`config.mk`:
```
export PLATFORM = sky130hd
export DESIGN_NAME = serial_feeder
export DESIGN_NICKNAME = d
export VERILOG_FILES = /design/src/rtl/serial_feeder_pkg.sv /design/src/rtl/serial_feeder_bit_timer.sv /design/src/rtl/serial_feeder.sv
export SDC_FILE = /design/constraint.sdc
export NUM_CORES = 1
export LEC_CHECK = 0
export BUFFER_PORTS_ARGS = -buffer_cell sky130_fd_sc_hd__buf_2
export CAP_MARGIN = 20
export CORE_MARGIN = 4
export CORE_UTILIZATION = 60
export DETAILED_ROUTE_END_ITERATION = 10
export GPL_ROUTABILITY_DRIVEN = 1
export PLACE_DENSITY = 0.83
export SLEW_MARGIN = 20
export SYNTH_ARGS = -nofsm -noshare
export SYNTH_HDL_FRONTEND = slang
export SYNTH_SLANG_ARGS = --single-unit
```
`constraint.sdc`:
```
create_clock -name clk -period 6 [get_ports clk]
set_clock_uncertainty 0.15 [all_clocks]
set_input_delay 0.6 -clock clk [delete_from_list [all_inputs] [get_ports clk]]
set_output_delay 0.6 -clock clk [all_outputs]
set_load 0.05 [all_outputs]
```
`src/rtl/serial_feeder_pkg.sv`:
```
// Shared types and sizes for the serial_feeder instruction serialiser.
package serial_feeder_pkg;

  typedef enum logic [1:0] {
    ST_IDLE = 2'd0,
    ST_OPC  = 2'd1,
    ST_OPR  = 2'd2,
    ST_GAP  = 2'd3
  } state_t;

  localparam int unsigned MAX_LEN = 16;
  localparam int unsigned FRAME_W = 2 + MAX_LEN;

  function automatic logic [4:0] clamp_len(input logic [4:0] len);
    return (len > 5'(MAX_LEN)) ? 5'(MAX_LEN) : len;
  endfunction

endpackage

```
`src/rtl/serial_feeder_bit_timer.sv`:
```
// Per-bit phase timer: HALF_PERIOD low cycles then HALF_PERIOD high cycles.
module bit_timer
  import serial_feeder_pkg::*;
#(
  parameter int unsigned HALF_PERIOD = 2
) (
  input  logic clk,
  input  logic rst,
  input  logic i_run,
  input  logic i_restart,
  output logic o_phase_hi,
  output logic o_bit_end
);

  localparam logic [7:0] H_LAST = 8'(HALF_PERIOD - 1);

  logic [7:0] r_cnt;
  logic       r_hi;

  always_ff @(posedge clk or posedge rst) begin
    if (rst) begin
      r_cnt <= '0;
      r_hi  <= 1'b0;
    end else if (!i_run || i_restart) begin
      r_cnt <= '0;
      r_hi  <= 1'b0;
    end else if (r_cnt == H_LAST) begin
      r_cnt <= '0;
      r_hi  <= ~r_hi;
    end else begin
      r_cnt <= r_cnt + 8'd1;
    end
  end

  // The high flag is a flop, so the serial clock derived from it is glitch-free.
  assign o_phase_hi = r_hi;
  assign o_bit_end  = r_hi && (r_cnt == H_LAST);

endmodule

```
`src/rtl/serial_feeder.sv`:
```
// Parallel frame to ser_clk/ser_data serialiser with idle gap between frames.
// Optional one-entry prefetch buffer: define SERIAL_FEEDER_PREFETCH_EN.
module serial_feeder
  import serial_feeder_pkg::*;
#(
  parameter int unsigned HALF_PERIOD = 2,
  parameter int unsigned GAP         = 4
) (
  input  logic                clk,
  input  logic                rst,
  input  logic                in_valid,
  output logic                in_ready,
  input  logic [1:0]          in_opcode,
  input  logic [MAX_LEN-1:0]  in_operand,
  input  logic [4:0]          in_len,
  output logic                ser_clk,
  output logic                ser_data,
  output logic                busy,
  output logic                done
);

  localparam logic [7:0] GAP_LAST = 8'(GAP - 1);

  state_t               r_state, w_next;
  logic [FRAME_W-1:0]   r_shift;
  logic [4:0]           r_len, r_bits;
  logic [7:0]           r_gap;
  logic                 w_load, w_shift, w_xfer, w_have, w_sending;
  logic                 w_phase_hi, w_bit_end;
  logic [1:0]           w_src_op;
  logic [MAX_LEN-1:0]   w_src_opd;
  logic [4:0]           w_src_len;

  assign w_xfer = in_valid & in_ready;

`ifdef SERIAL_FEEDER_PREFETCH_EN
  logic                 r_buf_valid;
  logic [1:0]           r_buf_op;
  logic [MAX_LEN-1:0]   r_buf_opd;
  logic [4:0]           r_buf_len;

  assign in_ready  = !r_buf_valid;
  assign w_have    = r_buf_valid | w_xfer;
  assign w_src_op  = r_buf_valid ? r_buf_op  : in_opcode;
  assign w_src_opd = r_buf_valid ? r_buf_opd : in_operand;
  assign w_src_len = r_buf_valid ? r_buf_len : in_len;

  // A transfer coinciding with a load bypasses the buffer; otherwise it is parked.
  always_ff @(posedge clk or posedge rst) begin
    if (rst) begin
      r_buf_valid <= 1'b0;
      r_buf_op    <= '0;
      r_buf_opd   <= '0;
      r_buf_len   <= '0;
    end else if (w_load && r_buf_valid) begin
      r_buf_valid <= 1'b0;
    end else if (w_xfer && !w_load) begin
      r_buf_valid <= 1'b1;
      r_buf_op    <= in_opcode;
      r_buf_opd   <= in_operand;
      r_buf_len   <= in_len;
    end
  end
`else
  assign in_ready  = (r_state == ST_IDLE);
  assign w_have    = w_xfer;
  assign w_src_op  = in_opcode;
  assign w_src_opd = in_operand;
  assign w_src_len = in_len;
`endif

  assign w_sending = (r_state == ST_OPC) || (r_state == ST_OPR);

  bit_timer #(.HALF_PERIOD(HALF_PERIOD)) u_timer (
    .clk        (clk),
    .rst        (rst),
    .i_run      (w_sending),
    .i_restart  (w_load),
    .o_phase_hi (w_phase_hi),
    .o_bit_end  (w_bit_end)
  );

  always_ff @(posedge clk or posedge rst) begin
    if (rst) r_state <= ST_IDLE;
    else     r_state <= w_next;
  end

  always_comb begin
    w_next  = r_state;
    w_load  = 1'b0;
    w_shift = 1'b0;
    case (r_state)
      ST_IDLE: begin
        if (w_have) begin
          w_next = ST_OPC;
          w_load = 1'b1;
        end
      end
      ST_OPC: begin
        if (w_bit_end) begin
          w_shift = 1'b1;
          if (r_bits == '0) w_next = (r_len == '0) ? ST_GAP : ST_OPR;
        end
      end
      ST_OPR: begin
        if (w_bit_end) begin
          w_shift = 1'b1;
          if (r_bits == '0) w_next = ST_GAP;
        end
      end
      ST_GAP: begin
        if (r_gap == GAP_LAST) begin
          if (w_have) begin
            w_next = ST_OPC;
            w_load = 1'b1;
          end else begin
            w_next = ST_IDLE;
          end
        end
      end
      default: w_next = ST_IDLE;
    endcase
  end

  // r_bits counts remaining bits of the current section, reloaded for the operand.
  always_ff @(posedge clk or posedge rst) begin
    if (rst) begin
      r_shift <= '0;
      r_len   <= '0;
      r_bits  <= '0;
      r_gap   <= '0;
    end else if (w_load) begin
      r_shift <= {w_src_op, w_src_opd};
      r_len   <= clamp_len(w_src_len);
      r_bits  <= 5'd1;
      r_gap   <= '0;
    end else begin
      if (w_shift) begin
        r_shift <= {r_shift[FRAME_W-2:0], 1'b0};
        if (r_bits != '0)            r_bits <= r_bits - 5'd1;
        else if (r_state == ST_OPC)  r_bits <= r_len - 5'd1;
      end
      if (r_state == ST_GAP) r_gap <= r_gap + 8'd1;
      else                   r_gap <= '0;
    end
  end

  assign ser_clk  = w_phase_hi;
  assign ser_data = w_sending & r_shift[FRAME_W-1];
  assign busy     = (r_state != ST_IDLE);
  assign done     = (r_state == ST_GAP) && (r_gap == '0);

endmodule

```
After elaboration in Yosys (flattened, before gate mapping)
Index checks and enable logic that the tools add are counted.
{"block": "totals", "register_bits": 47, "latchBits": 0, "ram_bits": 0, "rom_bits": 0, "out_inout_bits": 5, "mem_count": 0}
{"block": "op_classes", "addsub": 4, "multipliers": 0, "div": 0, "order_cmp": 1, "eq_ne": 11, "n_shift": 0, "n_mux": 27, "n_bitwise": 3, "reduce_logical": 17}
{"cell": "18-bit two-way mux", "n": 2}
{"cell": "8-bit two-way mux", "n": 4}
{"cell": "5-bit two-way mux", "n": 5}
{"cell": "8-bit by 1-bit adder with 8-bit output (second input constant)", "n": 2}
{"cell": "2-bit two-way mux", "n": 6}
{"cell": "5-bit zero test", "n": 2}
{"cell": "2-bit by 1-bit != test with 1-bit output (second input constant)", "n": 5}
{"cell": "5-bit by 1-bit subtractor with 5-bit output (second input constant)", "n": 2}
{"cell": "8-bit by 1-bit equality test with 1-bit output (second input constant)", "n": 1}
{"cell": "8-bit by 2-bit equality test with 1-bit output (second input constant)", "n": 1}
{"cell": "8-bit zero test", "n": 1}
{"cell": "1-bit two-way mux", "n": 8}
{"cell": "2-bit case mux with 4 select lines", "n": 1}
{"cell": "6-bit AND reduction", "n": 1}
{"cell": "2-bit nonzero test", "n": 3}
{"cell": "5-bit greater-than comparator (second input constant)", "n": 1}
{"cell": "5-bit nonzero test", "n": 1}
{"cell": "2-bit equality test (second input constant)", "n": 2}
{"cell": "3-bit nonzero test", "n": 1}
{"cell": "1-bit AND", "n": 2}
{"cell": "2-bit by 1-bit equality test with 1-bit output (second input constant)", "n": 1}
{"cell": "1-bit logical AND", "n": 2}
{"cell": "2-bit zero test", "n": 1}
{"cell": "1-bit logical OR", "n": 2}
{"cell": "other kinds (6)", "n": 6}

Depth between registers and ports, before layout
Gate-level depths: netlist of run 1.
{"block": "depth", "ltp_word": 7, "depth_mapped": 8, "depth_no_buf": 7}

By module
From an unflattened synthesis of run 1, not the netlist that was laid out.
{"block": "hier_totals", "hier_cells": 245, "hier_area_um2": 2411.1}
{"mod": "serial_feeder", "n_inst": 1, "cells_per_inst": 199, "area_each_um2": 1966.9, "seq_area_each_um2": 950.9}
{"mod": "bit_timer", "n_inst": 1, "cells_per_inst": 46, "area_each_um2": 444.2, "seq_area_each_um2": 225.2}

Worst setup path before layout of run 1
Ideal clock, no wire load.
{"block": "synth_path", "kind": "register to register", "startpoint": "register r_state[0]", "endpoint": "register r_state[1]", "setup_time_ps": 125, "t_arrival_ps": 1991, "required_time_ps": 5725, "slack_ps": 3734, "stages_incl_launch_ff": 7, "n_path_buf": 0, "path_cell_list": "dfrtp_1 -> inv_1 -> ha_1 -> inv_1 -> nor2_1 -> a221o_1 -> mux2_4"}
{"block": "synth_via", "elab_chain_len": 4}
{"element": "start, declared", "line": "serial_feeder.sv:24", "text": "state_t r_state, w_next;"}
{"element": "start signal, assigned", "line": "serial_feeder.sv:85", "text": "else r_state <= w_next;"}
{"element": "2-bit zero test (*)", "line": "serial_feeder.sv:65", "text": "assign in_ready = (r_state == ST_IDLE);"}
{"element": "named net in_ready", "line": "serial_feeder.sv:12", "text": "output logic in_ready,"}
{"element": "1-bit AND", "line": "serial_feeder.sv:34", "text": "assign w_xfer = in_valid & in_ready;"}
{"element": "2-bit by 1-bit != test with 1-bit output (no source line)"}
{"element": "6-bit AND reduction (no source line)"}
Mark *: on every way through the listed nets, which the timed path passes. The rest lies on a longest branch.
A chain may end at the register's enable or synchronous reset.

Worst setup path in the final report of run 1
{"block": "layout_path", "startpoint": "register r_gap[3]", "endpoint": "output port done"}
{"block": "layout_via", "elab_chain_len": 2}
{"element": "start, declared", "line": "serial_feeder.sv:27", "text": "logic [7:0] r_gap;"}
{"element": "start signal, assigned", "line": "serial_feeder.sv:143", "text": "if (r_state == ST_GAP) r_gap <= r_gap + 8'd1;"}
{"element": "8-bit zero test", "line": "serial_feeder.sv:151", "text": "assign done = (r_state == ST_GAP) && (r_gap == '0);"}
{"element": "1-bit logical AND", "line": "serial_feeder.sv:151"}
{"element": "end, declared", "line": "serial_feeder.sv:19", "text": "output logic done"}
Every way passes these cells.

==> impl_summary.md, run 1 <==
Status
The run finished with clean final reports.

Timing
The timing-limited maximum frequency is 407 MHz. The number of hold violations in the final report came to 0. Setup repair after global routing left no endpoint under its margin. Setup violations remaining at the end of the flow were counted as 0.

The relative slew slack is 47.0%. The number of max-slew violations in the final report is 0. Dividing the final minimum period by the clock period gives 40.9%.

Subtracting the final worst setup slack from the clock period gives 2.46 ns. The setup TNS after final layout is 0 ns. The slew at the pin closest to its max-slew limit is 0.793 ns.

Job
Max-cap violations in this run came to 0.

Layout
In the final layout, the share of cells above drive strength 1 is 17.1%. The design area is 2690 um2. The final cell utilization of the core is 71.4%.

The area added between synthesis and finish is 12.5%. For this run, the post-layout net count is 322. The repair_antennas step left the layout with diodes totalling 0.

Synthesis
The number of warning messages in the yosys log is 0. The predominant post-synthesis flop cell is sky130_fd_sc_hd__dfrtp_1. The post-synthesis async set-or-reset flop share is 100%. The synthesized netlist contains 39 unique library cells. In this run the mean area of a mapped cell was 9.35 um2.

The number of instances in the synthesized netlist is 256. The share of synthesized area occupied by flip-flops and latches is 49.1%. Summing every instance area after synthesis gives 2390 um2.

The synthesized design contains 47 register bits. Synthesis produced a netlist with a net count of 292. The synthesized design contains 0 enable-type register cells.

Drt
The detailed router finished its first iteration with 102 violations. Summing over every cut layer, the via total after detailed routing is 1,876. After detailed routing, the average wire length per cell comes to 13.3 um. The number of detailed-route iterations in the first pass is 4. The residual DRC count is 0. Using the TritonRoute via totals, the vias-per-cell ratio works out to 5.60. The antenna violation net count after detailed routing is 0. For this block, the routed nets add up to 4.46 mm of wire.

Clocking
The buffer depth of the longest clock path is 2. The depth of the CTS H-tree is 2. The root buffer cell chosen for the clock tree is sky130_fd_sc_hd__clkbuf_8.

At the later pin of the worst-skew pair, clock insertion delay measures 0.31 ns. The total number of clock tree sinks is 47. Post-CTS repair changed the size of 0 cells. Hold repair after CTS inserted 0 buffers. TritonCTS built the clock tree. In this run, CTS created clock tree buffers numbering 5. After clock tree synthesis, the clock-pin slew on the worst setup and hold paths is 0.09 ns.

In this run the post-CTS setup repair buffer count came out at 0.

Place
The final HPWL from detailed placement is 3.08 mm. During placement, the flow inserted port buffers numbering 30. The placer congestion estimate is 0.799. After detailed placement, the total cell area comes to 2580 um2.

Die
Once the floorplan was initialized, standard cells occupied 63.5% of the core. The die is 71.2 um tall. The area of the core region is 3770 um2.

The number of core rows is 22. The area of the die is 5060 um2. In this run the count of I/O pins placed on the die edge is 31. The die is 71.2 um wide.

Pwr
Summed over all nets, the switching power comes to 122 uW. The sequential share of power is 55.5%. The total internal power is 449 uW. The peak ir drop on the vdd network is 0.147 mV. The static power due to leakage is 1.25 nW. The switching fraction of total power is 21.3%. Power spread over the standard cell area amounts to 212 nW/um2. Per report_power, the clock group accounts for 41.8% of the total. The relative contribution of combinational cells to total power is 2.7%.

Setup path
The launch point of the critical path is r_gap[3]$_DFF_PP0_. The worst setup path is launched from a flip-flop. Data on the critical path is required at its endpoint by 5.25 ns. The critical path in this run is classified as flip-flop to output pin.

The data arrival time at the worst-slack endpoint is 1.71 ns. Traced cell by cell, the critical path runs through nor4_1 -> and4_1 -> buf_2. The cell family contributing the most delay on the critical path is simple AND/OR/NAND/NOR gates.

In this run the critical register-to-register path is captured at r_bits[4]$_DFFE_PP0P_. Of all nets on the critical path, the largest fanout is 4. In this run the register-to-register setup slack is 3.62 ns.

The critical path's largest stage delay is 0.43 ns. For the worst flop-to-flop path, the logic depth is 5. In this run the critical register-to-register path is launched from r_state[1]$_DFFE_PP0P_. Together, buffers and inverters on the worst path number 1. STA classifies the critical path endpoint as an output pin. The largest individual stage delay along the critical path comes from the cell sky130_fd_sc_hd__dfrtp_1.

Global routing
After global routing the overflow that remains totals 0. Global routing consumed, over all layers together, 19.3% of the routing resources. Entering global routing, the biggest net connects 53 pins. The global-route wire length before repair is 7.96 mm.

The initial antenna violation count is 0. The via count of the first global-routing pass is 1,835.

Worst hold path
The path type of the worst min-delay path is input pin to async pin.
## sequential cells by signal, summed over array words and instances, names as in the netlist
| register | count |
|---|---|
| r_gap | 8 |
| r_state | 2 |
| u_timer.r_cnt | 8 |
| r_bits | 5 |
| u_timer.o_phase_hi | 1 |
| r_len | 5 |
| r_shift | 18 |
## cells in the mapped netlist, types with 2 or more instances
cell	count	area (um2)
sky130_fd_sc_hd__and3_1	5	31.3
sky130_fd_sc_hd__xor2_1	9	78.8
sky130_fd_sc_hd__nand4_1	3	18.8
sky130_fd_sc_hd__nand3b_1	2	15.0
sky130_fd_sc_hd__clkbuf_1	6	22.5
sky130_fd_sc_hd__nand3_1	13	65.1
sky130_fd_sc_hd__ha_1	10	125
sky130_fd_sc_hd__dfrtp_1	47	1180
sky130_fd_sc_hd__a31oi_1	19	119
sky130_fd_sc_hd__and4_1	2	17.5
sky130_fd_sc_hd__nand2b_1	5	31.3
sky130_fd_sc_hd__nor2_1	36	135
sky130_fd_sc_hd__o31ai_1	2	15.0
sky130_fd_sc_hd__xnor2_1	5	43.8
sky130_fd_sc_hd__and2_1	4	25.0
sky130_fd_sc_hd__mux2_2	3	33.8
sky130_fd_sc_hd__a311oi_1	2	17.5
sky130_fd_sc_hd__buf_4	2	15.0
sky130_fd_sc_hd__nand2_1	45	169
sky130_fd_sc_hd__inv_1	11	41.3
sky130_fd_sc_hd__o21ai_0	7	35.0
## area by class of cell
type	instances	area (um2)
sequential	47	1180
multi-input combinational	189	1130
fill	318	1080
timing repair buffer	32	165
clock buffer	5	68.8
tap	48	60.1
clock inverter	3	46.3
inverter	11	41.3
## placed cells by master, fill, tap and decap left out, types with 2 or more instances in the layout
master / n
sky130_fd_sc_hd__nor2_1: 36
sky130_fd_sc_hd__and3_1: 5
sky130_fd_sc_hd__nand3_1: 13
sky130_fd_sc_hd__o21ai_0: 7
sky130_fd_sc_hd__o31ai_1: 2
sky130_fd_sc_hd__ha_1: 10
sky130_fd_sc_hd__a311oi_1: 2
sky130_fd_sc_hd__buf_2: 30
sky130_fd_sc_hd__nand2b_1: 5
sky130_fd_sc_hd__nand3b_1: 2
sky130_fd_sc_hd__xnor2_1: 5
sky130_fd_sc_hd__a31oi_1: 19
sky130_fd_sc_hd__nand4_1: 3
sky130_fd_sc_hd__inv_1: 10
sky130_fd_sc_hd__buf_4: 2
sky130_fd_sc_hd__mux2_2: 3
sky130_fd_sc_hd__and4_1: 2
sky130_fd_sc_hd__and2_1: 4
sky130_fd_sc_hd__xor2_1: 9
sky130_fd_sc_hd__clkbuf_8: 5
sky130_fd_sc_hd__nand2_1: 45
sky130_fd_sc_hd__dfrtp_1: 47
## kinds of logic after synthesis
family,share of synthesized area [%]
multiplexers,2.46
buffers and inverters,3.45
flip-flops,49.1
XOR/XNOR,5.12
adder cells (fa/ha/maj),5.23
AND/OR/NAND/NOR,24.8
AO/OA/AOI/OAI,9.83
## power by group through the flow
stage / Clock, mW / Combinational [mW] / Sequential [mW]
floorplan: 0 / 0.00571 / 0.323
finish: 0.238 / 0.0156 / 0.316
global placement: 0 / 0.0158 / 0.323
global route: 0.256 / 0.0185 / 0.317
detailed placement: 0 / 0.0161 / 0.323
CTS: 0.243 / 0.0162 / 0.316
## per-layer routing
metal  track usage (%)  wire [um]
met4              6.05         59
met5                 0          0
met2              32.3       2170
met3              3.98        171
met1              25.2       2070
## through the flow
stage	hold slack, ns	setup slack, ns	total power, mW	std cells
2_1_floorplan	0.319	3.73	0.328	256
3_3_place_gp	0.335	3.69	0.339	327
3_5_place_dp	0.340	3.64	0.339	327
4_1_cts	0.290	3.54	0.575	335
5_1_grt	0.338	3.41	0.591	335
6_report	0.265	3.54	0.570	335
## worst reg2reg max path: stages, from the launching register on
cell and delay (ns):
sky130_fd_sc_hd__dfrtp_1 0.41, sky130_fd_sc_hd__inv_1 0.11, sky130_fd_sc_hd__ha_1 0.42, sky130_fd_sc_hd__nand4_1 0.66, sky130_fd_sc_hd__o211ai_1 0.41, sky130_fd_sc_hd__o31ai_1 0.10
## worst max-delay path by stage
stage | end | slack, ns | depth (start not counted)
floorplan | r_state[1]$_DFFE_PP0P_ | 3.73 | 6
global placement | r_bits[4]$_DFFE_PP0P_ | 3.69 | 6
detailed placement | r_bits[4]$_DFFE_PP0P_ | 3.64 | 5
CTS | done | 3.54 | 3
global route | done | 3.41 | 3
finish | done | 3.54 | 3
Note: power is estimated with default switching activity, not from simulation.
==> run 2, diff against run 1 <==
- CORE_UTILIZATION: 60 -> 57
- PLACE_DENSITY: 0.83 -> 0.8
- clock period: 6 -> 2.5 ns (I/O delays scaled with it)
==> impl_summary.md, run 2 (synthesis gave the netlist of run 1 again) <==
Clocking
No sink is reached through more buffers than the 2 on the longest clock path. TritonCTS created 5 clock buffers. In this run the clock root is driven by a sky130_fd_sc_hd__clkbuf_8. The clock edge transition at the registers on the reported setup and hold paths is 0.09 ns.

The depth of the CTS H-tree is 2. Post-CTS timing repair inserted 0 buffers for setup. The clock latency on the worst-skew pair is 0.31 ns. TritonCTS built the clock tree. The total number of clock tree sinks is 47.

Global routing
The maximum number of pins on one net before global-route repair is 48. The first global-routing pass estimated 7.96 mm of wire. The initial antenna violation count was 0. The sum of overflow across all layers after global routing is 0.

The via count of the first global-routing pass came to 1,776. The global-route usage over all layers is 19.1%.

Pwr
Combinational logic burns 3.1% of the power. Cell internal power was estimated by the tool at 972 uW. For this design the ratio of total power to cell area is 464 nW/um2. The peak ir drop on the vdd network is 0.435 mV. The switching fraction of total power is 22.8%. The static power due to leakage is 1.26 nW. In this run the power spent charging and discharging nets is 286 uW.

The sequential share of power is 60.4%. The fraction of power consumed by the clock network is 36.6%.

Setup path
The signal on the critical path passes through inv_1 -> ha_1 -> nand3b_1 -> buf_12 -> mux2_2. The worst setup path is captured at a flip-flop. The number of buffers and inverters on the critical path is 2. The cell family contributing the most delay on the critical path is adder cells.

The worst path required time is 2.54 ns. In this design, the stage delay of the slowest critical-path cell is 0.42 ns. The reg2reg setup slack is 0.36 ns. In this run the worst path has a maximum fanout of 47. By startpoint and endpoint, the worst setup path is classified as flip-flop to flip-flop. The kind of launch point of the worst setup path is a flip-flop.

STA puts the critical path data arrival time at 2.18 ns. For this design, the slowest cell found on the critical path is sky130_fd_sc_hd__ha_1.

Layout
Leaving out fill and tap cells, the most frequent cells in the layout are sky130_fd_sc_hd__dfrtp_1 (47), sky130_fd_sc_hd__nand2_1 (45), sky130_fd_sc_hd__nor2_1 (36). The multi-input logic area is 1130 um2. For this run, the post-layout net count is 326. Summing all flip-flop and latch instances after layout gives 1180 um2.

Counting the fill cells in the layout gives 319. With fillers left out, the area of the finished cells amounts to 2710 um2. Cells with a size suffix above 1 make up 17.9% of the layout. The register bank with the most flops is r_shift. Leaving out fill and tap cells, the most frequent cell in the layout is sky130_fd_sc_hd__dfrtp_1. The area added between synthesis and finish is 13.4%. The register with the most flip-flops in the layout has 18 of them. The number of diodes added for antenna fixing is 0.

The final non-filler cell total is 341. In the final layout, the registers with the most flip-flops are r_shift x18, r_gap x8, u_timer.r_cnt x8.

Drt
The first detailed-routing pass took 4 iterations. The number of violations reported at the end of detailed-routing iteration 0 is 82. The detail route stage leaves a number of antenna-violating nets equal to 0. After detailed routing, the total wire length is 4.62 mm.

The mean number of vias per cell is 5.57. The residual DRC count is 0. The total vias in the final route is 1,901. In the final routed layout, each cell accounts on average for 13.6 um.

Timing
The number of hold violations in the final report is 0. After routing, the total negative slack on setup checks comes to 0 ns. The minimum clock period after layout is 2.14 ns.

The worst-case setup margin in the final layout is 0.360 ns. The number of max-slew violations in the final report is 0. The slew at the pin closest to its max-slew limit is 0.579 ns.

The final cycle utilization of the critical path is 85.6%. The final count of negative-setup-slack endpoints is 0. Setup repair after global routing left no endpoint under its margin. The relative slew slack is 61.4%. Derived from the worst setup path, the maximum achievable clock frequency is 467 MHz.

Place
OpenSTA, run right after detailed placement, puts the worst setup slack at 0.378 ns. Routability-driven placement finished with a final weighted congestion of 0.789. The final HPWL from detailed placement is 3.24 mm.

The number of placed instances, taps included is 332. Port buffering added 30 buffers. The post-detailed-placement cell area is 2620 um2.

Die
The die covers 5300 um2. During I/O placement, the number of pins put on the boundary was 31. The core region is 4030 um2. For this configuration, the core starts out at a cell density of 59.4%.

The die is 72.8 um wide. The floorplan has 23 rows. The die is 72.8 um tall.

Status
The run finished with clean final reports.

Worst hold path
The path type of the worst min-delay path is input pin to flip-flop.

Job
The max-cap check violation count is 0.
[run 2: path summary, 6_finish.rpt]
kind                                        start                         end  cells after the start
min reg2reg                  r_len[0]$_DFFE_PP0P_        r_len[0]$_DFFE_PP0P_                      2
min in group asynchronous                     rst  u_timer.r_cnt[5]$_DFF_PP0_                      4
max                        r_state[1]$_DFFE_PP0P_        r_len[4]$_DFFE_PP0P_                      5
max in group asynchronous                     rst        r_len[1]$_DFFE_PP0P_                      4
max reg2reg                r_state[1]$_DFFE_PP0P_        r_len[4]$_DFFE_PP0P_                      5
min                                 in_operand[0]      r_shift[0]$_DFFE_PP0P_                      3
[run 2: routing by layer]
layer / share of wire [%] / vias up / track usage (%)
met3: 4.7 / 8 / 4.68
met5: 0 / - / 0
met1: 45 / 909 / 24.7
li1: - / 941 / -
met2: 49 / 43 / 31.4
met4: 1.6 / 0 / 6.76
[run 2: final cells by class]
| class | instances | share of cell area [%] |
|---|---|---|
| Sequential cell | 47 | 43.3 |
| Tap cell | 50 | 2.31 |
| Multi-Input combinational cell | 189 | 41.8 |
| Inverter | 11 | 1.52 |
| Clock inverter | 3 | 0.738 |
| Clock buffer | 5 | 2.54 |
| Timing Repair Buffer | 36 | 7.75 |
[run 2: metrics by stage]
step                      hold slack (ns)  power [mW]  utilization (%)
after floorplan                     0.245       0.788                -
after global placement              0.280       0.814             64.9
after detailed placement            0.281       0.814             64.9
after CTS                          0.0354        1.27             67.4
after global routing               0.0473        1.30             67.4
final                              0.0376        1.26             67.4
[run 2: worst register-to-register path: cells and delay by family, from the launching register on]
| kind | cells | cell delay (ns) |
|---|---|---|
| simple gates | 1 | 0.32 |
| flops | 1 | 0.41 |
| buf+inv | 2 | 0.36 |
| mux | 1 | 0.36 |
| fa+ha+maj | 1 | 0.42 |
[run 2: power by group through the flow]
stage	Sequential [mW]	Clock, mW	Combinational (mW)
2_1_floorplan	0.775	0	0.0137
3_3_place_gp	0.775	0	0.0393
3_5_place_dp	0.775	0	0.0389
4_1_cts	0.759	0.472	0.0402
5_1_grt	0.760	0.500	0.0452
6_report	0.759	0.460	0.0385
[run 2: timing repair]
action	4_1_cts	5_1_grt
hold endpoints to repair	47	0
endpoints found under the setup margin	0	0
hold buffers	1	0
resized for setup	0	0
==> run 3, diff against run 2 <==
- ABC_AREA: not set -> 1
- BUFFER_PORTS_ARGS: -buffer_cell sky130_fd_sc_hd__buf_2 -> -buffer_cell sky130_fd_sc_hd__clkbuf_2
- CORE_UTILIZATION: 57 -> 58
- PLACE_DENSITY: 0.8 -> 0.81
- SETUP_SLACK_MARGIN: not set -> 0.05
==> impl_summary.md, run 3 <==
Status
The run finished with clean final reports.

Synthesis
The predominant post-synthesis flop cell is sky130_fd_sc_hd__dfrtp_1. Synthesis instantiated 36 different standard cells from the library. The portion of synthesized cell area occupied by the leading cell type is 46.3%. The most used standard cell by instance count after synthesis is sky130_fd_sc_hd__nand2_1.

After technology mapping, the gate count stands at 290. Averaged over all synthesized cells, the footprint is 8.76 um2. The synthesized netlist net count is 326.

The commonest cells after synthesis are sky130_fd_sc_hd__nand2_1 (62), sky130_fd_sc_hd__dfrtp_1 (47), sky130_fd_sc_hd__nor2_1 (32). The number of warning messages in the yosys log is 0. The share of synthesized area occupied by flip-flops and latches is 46.3%. In this run the cell area of the synthesized design comes to 2540 um2. The most area-hungry cell type in the Yosys netlist is sky130_fd_sc_hd__dfrtp_1. For this run, asynchronously set or reset flops after synthesis account for 100%. Synthesis inferred 47 register bits. The synthesized design contains 0 enable-type register cells. In the post-synthesis netlist, the biggest area contributors are sky130_fd_sc_hd__dfrtp_1 (46%), sky130_fd_sc_hd__nand2_1 (9.2%), sky130_fd_sc_hd__nand3_1 (5.1%).

Timing
Derived from the worst setup path, the maximum achievable clock frequency is 455 MHz. The number of max-slew violations in the final report is 0. The final cycle utilization of the critical path is 87.8%. The slew at the pin closest to its max-slew limit is 0.706 ns. The number of hold violations in the final report is 0. Measured against its own limit, the worst slew margin works out to 52.6%. The worst-case setup margin in the final layout is 0.304 ns. In the final timing run, aggregate negative setup slack is 0 ns. Setup violations remaining at the end of the flow were counted as 0. Setup repair after global routing left no endpoint under its margin.

The minimum clock period after layout is 2.20 ns.

Setup path
The origin of the critical flop-to-flop path is r_state[0]$_DFFE_PP0P_. On the worst path, the slowest cell contributes a delay of 0.42 ns. The data arrival time at the worst-slack endpoint is 2.29 ns. Along the worst path, the maximum fanout reaches 15. The kind of end point of the critical path is a flip-flop. The launch point of the critical path is r_state[0]$_DFFE_PP0P_. The worst setup path is launched from a flip-flop.

The critical path contains buffers and inverters numbering 4 combined. The startpoint-to-endpoint class of the critical path is flip-flop to flip-flop. At the worst endpoint, the required time is 2.60 ns. For this design, the slowest cell found on the critical path is sky130_fd_sc_hd__dfrtp_1. By instance count, the cell type seen most on the critical path is sky130_fd_sc_hd__inv_2. The signal on the critical path passes through inv_1 -> ha_1 -> inv_2 -> nand3_4 -> inv_2 -> buf_4 -> nand2_1 -> nand3_1 -> o21a_1. The cell family contributing the most delay on the critical path is buffers and inverters.

Die
The height of the die is 74.2 um. The area of the die is 5500 um2. The die width is 74.2 um. The number of placed I/O pins is 31. For this configuration, the core starts out at a cell density of 61.8%. The area of the core region is 4120 um2. The initialized floorplan defines 23 standard-cell rows.

Layout
The flip-flop count of the largest register, all copies and words added is 18. The library cells used most frequently in the layout, excluding fill and tap cells, are sky130_fd_sc_hd__nand2_1 (62), sky130_fd_sc_hd__dfrtp_1 (47), sky130_fd_sc_hd__nor2_1 (32). The register bank with the most flops is r_shift. Leaving out fill and tap cells, the most frequent cell in the layout is sky130_fd_sc_hd__nand2_1. The net count of the finished layout is 360. The share of post-route cells with drive strength above 1 is 18.2%. The design area is 2840 um2. The area added between synthesis and finish is 11.9%. 0 antenna diodes ended up in the layout.

In the final layout, the registers with the most flip-flops are r_shift x18, r_gap x8, u_timer.r_cnt x8.

Drt
After detailed routing, the number of vias per cell comes to 5.15. The total vias in the final route is 1,933. In the final routed layout, each cell accounts on average for 12.3 um. In this run the remaining antenna-violating nets after routing total 0. The residual DRC count is 0.

In this run, the number of DRC markers left after iteration 0 of detailed routing was 106. The number of detailed-route iterations in the first pass is 4. Summed over all layers, the routed wires come to 4.62 mm.

Global routing
The via count of the first global-routing pass came to 1,822. The global-route wire length before repair is 8.02 mm. The initial antenna violation count is 0. The sum of overflow across all layers after global routing is 0. In the global route stage, overall resource usage came out at 18.9%.

Entering global routing, the biggest net connects 37 pins.

Place
Once placement finished, the instance area stood at 2720 um2. Routability-driven placement finished with a final weighted congestion of 0.948. The number of buffers inserted by port buffering is 30. The worst-case setup slack after placement is 0.336 ns.

The wire-length estimate of the detail-placed layout is 3.49 mm.

Clocking
The clock edge transition at the registers on the reported setup and hold paths is 0.09 ns. Counting every sink on the clock net gives 47. The number of buffers created by CTS is 5. The H-tree generated during clock tree synthesis spans 2 levels.

Once the clock tree was built, the setup fixing pass inserted 0 buffers. Buffers inserted to repair hold after CTS numbered 1. The clock tree from TritonCTS is yes. The root cell of the clock tree is sky130_fd_sc_hd__clkbuf_8.

The longest clock path from root to sink contains 2 buffers. The clock reaches the later pin of the worst-skew pair after 0.31 ns. Post-CTS repair changed the size of 0 cells.

Pwr
The peak ir drop on the vdd network is 0.646 mV. Dividing total power by cell area gives a power density of 1170 nW/um2. The total power draw is 3.33 mW. The static power due to leakage is 1.34 nW.

Job
The max-cap check violation count is 0.

Worst hold path
The path type of the worst min-delay path is input pin to flip-flop. The startpoint of the worst hold path is in_len[0].
## run 3: worst paths after layout
check	cells past startpoint	slack (ns)	end
max	9	0.30	r_shift[12]$_DFFE_PP0P_
min	3	0.01	r_len[0]$_DFFE_PP0P_
max reg2reg	9	0.30	r_shift[12]$_DFFE_PP0P_
min reg2reg	1	0.35	u_timer.r_cnt[0]$_DFF_PP0_
max in group asynchronous	4	1.33	r_state[1]$_DFFE_PP0P_
min in group asynchronous	3	0.35	u_timer.o_phase_hi$_DFFE_PP0P_
## run 3: routing by layer
metal	global-route usage, %	wire, um	part of all wire (%)
met5	0	0	0
met4	6.44	106	2.3
met3	4.86	185	4.0
met2	30.0	2120	46
met1	25.2	2210	48
## run 3: per-stage QoR
stage | cells | util [%] | hold WS, ns
after floorplan | 290 | - | 0.221
after global placement | 366 | 66.0 | 0.137
after detailed placement | 366 | 66.0 | 0.143
after CTS | 375 | 69.1 | 0.00909
after global routing | 375 | 69.1 | 0.0211
final | 375 | 69.1 | 0.0122
## run 3: cell type report
cell class	count	area, um2
Multi-Input combinational cell	207	1180
Fill cell	324	1270
Tap cell	50	62.6
Inverter	29	109
Clock buffer	6	82.6
Sequential cell	47	1180
Timing Repair Buffer	34	195
Clock inverter	2	35.0
## run 3: worst register-to-register path: stages (launching register included)
cell and delay (ns):
sky130_fd_sc_hd__dfrtp_1 0.42, sky130_fd_sc_hd__inv_1 0.10, sky130_fd_sc_hd__ha_1 0.40, sky130_fd_sc_hd__inv_2 0.14
sky130_fd_sc_hd__nand3_4 0.18, sky130_fd_sc_hd__inv_2 0.25, sky130_fd_sc_hd__buf_4 0.22, sky130_fd_sc_hd__nand2_1 0.07
sky130_fd_sc_hd__nand3_1 0.09, sky130_fd_sc_hd__o21a_1 0.11
## run 3: report_power, final
group / switching (mW) / internal, mW / leakage [nW]
Sequential: 0.164 / 1.02 / 0.583
Combinational: 1.01 / 0.556 / 0.696
Clock: 0.258 / 0.324 / 0.0612
## run 3: cells by family (layout without fill, tap and decap cells)
family	after synthesis	in the layout	share of synthesized area, %
DFF	47	47	46.3
xor gates and xnor gates	7	7	2.41
adders and majority gates	10	10	4.92
buffers and inverters	36	71	7.19
and+or+nand+nor	146	146	27.3
AOI/OAI and AO/OA	44	44	11.9
